File: src/rtl/classifier_helpers_pkg.sv
// Shared FSM state and mode encodings for the classifier helper blocks.
package classifier_helpers_pkg;

  typedef enum logic {
    IDLE = 1'b0,
    GEN  = 1'b1
  } fbs_state_t;

  localparam logic MODE_HALF = 1'b0;
  localparam logic MODE_FULL = 1'b1;

endpackage

File: src/rtl/frequency_bin_stream.sv
// Streams N_SAMPLES bin frequencies i*fs/(2N) or i*fs/N using a shift-add accumulator.
// Optional parallel bin capture enabled by CLASSIFIER_FREQ_BIN_PARALLEL_EN.
module frequency_bin_stream
  import classifier_helpers_pkg::*;
#(
  parameter int unsigned BIT_WIDTH = 32,
  parameter int unsigned N_SAMPLES = 16
) (
  input  logic                         clk,
  input  logic                         reset,
  input  logic                         recv_val,
  output logic                         recv_rdy,
  input  logic [BIT_WIDTH-1:0]         recv_fs,
  input  logic                         recv_mode,
  output logic                         send_val,
  input  logic                         send_rdy,
  output logic [BIT_WIDTH-1:0]         send_msg,
  output logic [$clog2(N_SAMPLES)-1:0] send_idx,
  output logic                         send_last
`ifdef CLASSIFIER_FREQ_BIN_PARALLEL_EN
  ,
  output logic [N_SAMPLES*BIT_WIDTH-1:0] frequency_out,
  output logic                           frequency_out_val
`endif
);

  localparam int unsigned IW = $clog2(N_SAMPLES);
  localparam int unsigned AW = IW + BIT_WIDTH;

  fbs_state_t           state, state_nxt;
  logic [AW-1:0]        acc;
  logic [BIT_WIDTH-1:0] fs_q;
  logic                 mode_q;
  logic [IW-1:0]        idx;
  logic                 accept, fire, at_last;

  assign accept  = recv_val && recv_rdy;
  assign fire    = send_val && send_rdy;
  assign at_last = (idx == IW'(N_SAMPLES - 1));

  always_ff @(posedge clk or posedge reset) begin
    if (reset) state <= IDLE;
    else       state <= state_nxt;
  end

  always_comb begin
    state_nxt = state;
    recv_rdy  = 1'b0;
    send_val  = 1'b0;
    case (state)
      IDLE: begin
        recv_rdy = 1'b1;
        if (recv_val) state_nxt = GEN;
      end
      GEN: begin
        send_val = 1'b1;
        if (send_rdy && at_last) state_nxt = IDLE;
      end
      default: state_nxt = IDLE;
    endcase
  end

  // acc/idx are cleared after the final bin so IDLE always presents bin 0 values
  always_ff @(posedge clk or posedge reset) begin
    if (reset) begin
      acc    <= '0;
      idx    <= '0;
      fs_q   <= '0;
      mode_q <= MODE_HALF;
    end else if (accept) begin
      acc    <= '0;
      idx    <= '0;
      fs_q   <= recv_fs;
      mode_q <= recv_mode;
    end else if (fire) begin
      if (at_last) begin
        acc <= '0;
        idx <= '0;
      end else begin
        acc <= acc + AW'(fs_q);
        idx <= idx + 1'b1;
      end
    end
  end

  // Dividing by N (or 2N) is a fixed right shift of the accumulator
  always_comb begin
    if (mode_q == MODE_FULL) send_msg = acc[IW +: BIT_WIDTH];
    else                     send_msg = {1'b0, acc[IW+1 +: BIT_WIDTH-1]};
  end

  assign send_idx  = idx;
  assign send_last = (state == GEN) && at_last;

`ifdef CLASSIFIER_FREQ_BIN_PARALLEL_EN
  always_ff @(posedge clk or posedge reset) begin
    if (reset) begin
      frequency_out     <= '0;
      frequency_out_val <= 1'b0;
    end else begin
      if (accept) frequency_out_val <= 1'b0;
      if (fire) begin
        for (int unsigned s = 0; s < N_SAMPLES; s++) begin
          if (idx == IW'(N_SAMPLES - 1 - s))
            frequency_out[s*BIT_WIDTH +: BIT_WIDTH] <= send_msg;
        end
        if (at_last) frequency_out_val <= 1'b1;
      end
    end
  end
`endif

endmodule

File: config.mk
export PLATFORM = sky130hd
export DESIGN_NAME = frequency_bin_stream
export DESIGN_NICKNAME = d
export VERILOG_FILES = /design/src/rtl/classifier_helpers_pkg.sv /design/src/rtl/frequency_bin_stream.sv
export SDC_FILE = /design/constraint.sdc
export NUM_CORES = 1
export LEC_CHECK = 0
export ABC_AREA = 1
export BUFFER_PORTS_ARGS = -buffer_cell sky130_fd_sc_hd__buf_2
export CAP_MARGIN = 20
export CORE_ASPECT_RATIO = 0.8
export CORE_MARGIN = 2
export CORE_UTILIZATION = 60
export CTS_BUF_LIST = sky130_fd_sc_hd__clkbuf_8
export CTS_CLUSTER_DIAMETER = 50
export CTS_CLUSTER_SIZE = 8
export DETAILED_ROUTE_END_ITERATION = 10
export PLACE_DENSITY = 0.9
export REMOVE_ABC_BUFFERS = 1
export SETUP_SLACK_MARGIN = 0.3
export SYNTH_ARGS = -nofsm -noshare
export SYNTH_HDL_FRONTEND = slang
export SYNTH_SLANG_ARGS = --single-unit
File: constraint.sdc
create_clock -name clk -period 4.7 [get_ports clk]
set_clock_uncertainty 0.2 [all_clocks]
set_input_delay 0.235 -clock clk [delete_from_list [all_inputs] [get_ports clk]]
set_output_delay 0.235 -clock clk [all_outputs]
set_load 0.1 [all_outputs]
==> results.json <==
{
  "outcome": "completed",
  "dieArea_um2": 10120,
  "clockBufferDepth": 2,
  "post-place-cells": 1041,
  "syn_area_per_cell_um2": 6.454,
  "setup_tns_ns": 0,
  "synth.ff_latch_count": 74,
  "synth_top_area_cell": "dfrtp_1",
  "synth_cells": 867,
  "grtUsageTotal": 0.3388,
  "synth_mux_area_frac": 0,
  "crit_start": "mode_q",
  "required_ns": 4.26,
  "rows": 31,
  "final_cells": 1093,
  "diodes": 0,
  "first_global_vias": 5741,
  "grt_pass1_wl_mm": 27.45,
  "setup_ws_ns": 2.117,
  "post_drt_wl_per_cell_um": 15.39,
  "wl_met1_mm": 7.723,
  "seq_area_frac_synth": 0.3309,
  "synth-warning-count": 0,
  "synth-simple-area-share": 0.3616,
  "met2_length_mm": 7.081,
  "synthXorXnorAreaFrac": 0.003131,
  "min-delay-start": "send_rdy",
  "drc": 0,
  "tightest_slew_ns": 0.9866,
  "die_w_um": 112.0,
  "vias_per_cell": 5.618,
  "antenna_found_initial": 0,
  "core_um2": 9076,
  "hold_class": "primary input to register",
  "cts.clk_slew.worst_paths_ns": 0.08,
  "mostFrequentLayoutCells": "338 x nand2_1, 106 x inv_1, 75 x buf_2, 73 x nor2_1, 73 x dfrtp_1",
  "routed-wl-met3_mm": 1.600,
  "min_path_cells": 4,
  "grt_overflow": 0,
  "port_buffers": 75,
  "clock_latency_ns": 0.37,
  "path_class": "register to output port",
  "layout_commonest_cell": "nand2_1",
  "place_ws_ns": 2.271,
  "postCtsSetupBuffers": 0,
  "die_h_um": 90.38,
  "dp_hpwl_mm": 11.92,
  "h-tree-depth": 3,
  "cp_max_fo": 64,
  "syn2layout_area_growth_pct": 18.38,
  "nNetsFinal": 1044,
  "synth_compound_area_frac": 0.1402,
  "ant_nets": 0,
  "drt-initial-drc-count": 544,
  "cts.sinks": 74,
  "critPathLaunchType": "register",
  "synth-edff-count": 0,
  "finalWirelength_mm": 16.83,
  "synth_top_area_frac": 0.3309,
  "setup_viol": 0,
  "yosys-top-cells-area": "dfrtp_1 33%, nand2_1 23%, ha_1 7.4%",
  "gp_congestion": 1.016,
  "numCtsBuffers": 9,
  "layout-drive-gt1-share": 0.1278,
  "ff2ff_setup_slack_ns": 2.22,
  "hold_path_end": "state",
  "syn_area_um2": 5595,
  "post-route-min-period_ns": 2.583,
  "synthArstFlopShare": 1.000,
  "start_util": 0.6165,
  "rsz0062_at_grt": "false",
  "grt_max_degree": 65,
  "synth_cell_types": 38,
  "maxCapViolations": 0,
  "hold_viol": 0,
  "rr_worst_depth": 10,
  "min_period_over_period": 0.5496,
  "synth_top_family_by_area": "simple AND/OR/NAND/NOR gates",
  "synth_ff_type": "dfrtp_1",
  "worstReg2RegEnd": "acc[29]",
  "ios": 76,
  "vias": 6141,
  "fmax_ghz": 0.3871,
  "synthAdderAreaFrac": 0.07737,
  "maxUsedRoutingLayer": "met4",
  "slew_violations": 0,
  "worstReg2RegStart": "acc[18]",
  "relSlewSlack": 0.3423,
  "cts-root-buf": "clkbuf_8",
  "cts_tree": "done",
  "drt_first_pass_iters": 6,
  "critPathCaptureType": "output port",
  "arrival_ns": 2.15
}
-- critical path: stages (launching register included) --
cell and delay, ns:
dfrtp_2 1.02, nor2_1 0.11, a21oi_1 0.16, buf_2 0.45
-- sequential cells by signal (all words and copies together) (netlist names) --
register / flops
acc: 36
fs_q: 32
send_idx: 4
mode_q: 1
state: 1
-- cell type report --
cell class | instances | area, um^2
Inverter | 109 | 409.1
Multi-Input combinational cell | 665 | 3258
Timing Repair Buffer | 114 | 763.2
Clock buffer | 10 | 137.6
Tap cell | 115 | 143.9
Clock inverter | 6 | 58.81
Sequential cell | 74 | 1853
Fill cell | 755 | 2452
-- repair_timing --
action,4_1_cts,5_1_grt
gates resized for setup,0,0
setup endpoints to repair,0,0
hold buffers,35,0
hold endpoints to repair,74,0
-- synth_stat cells, types with 6 or more instances --
cell and number:
nor3_1 8, o22ai_1 7, dfrtp_1 74, a21oi_1 43, o21bai_1 7, inv_1 106
o21ai_0 54, nand2_1 338, clkbuf_1 15, a21oi_2 6, ha_1 33, nand4_1 6
nor2_1 73, nand3_1 40, nand2_2 7
-- layer usage --
metal / global-route usage / vias up
met4: 0.1159 / 0
met3: 0.06174 / 40
met5: 0 / -
li1: - / 2968
met2: 0.5111 / 330
met1: 0.4927 / 2803
-- cells by family after synthesis --
group,Yosys count
and+or+nand+nor,492
AOI/OAI and AO/OA,137
xor gates and xnor gates,2
buffers and inverters,128
adders and majority gates,34
DFF,74
-- stage by stage --
| stage | hold slack (ns) | cell area, um^2 | util |
|---|---|---|---|
| 2_1_floorplan | 0.1516 | 5519 | - |
| 3_3_place_gp | 0.2347 | 6062 | 0.6679 |
| 3_5_place_dp | 0.2381 | 6062 | 0.6679 |
| 4_1_cts | 0.1067 | 6609 | 0.7282 |
| 5_1_grt | 0.1209 | 6624 | 0.7298 |
| 6_report | 0.1176 | 6624 | 0.7298 |
-- worst max-delay path by stage --
stage | end | slack [ns] | depth (start not counted)
finish | send_msg[13] | 2.12 | 3
global route | send_msg[28] | 1.94 | 3
CTS | send_msg[16] | 2.13 | 3
detailed placement | acc[14] | 2.27 | 9
global placement | acc[16] | 2.38 | 11
floorplan | send_msg[0] | 1.12 | 1
Power is not shown: default switching activity piles up to over one toggle a cycle in this logic, so the estimate is an artifact.
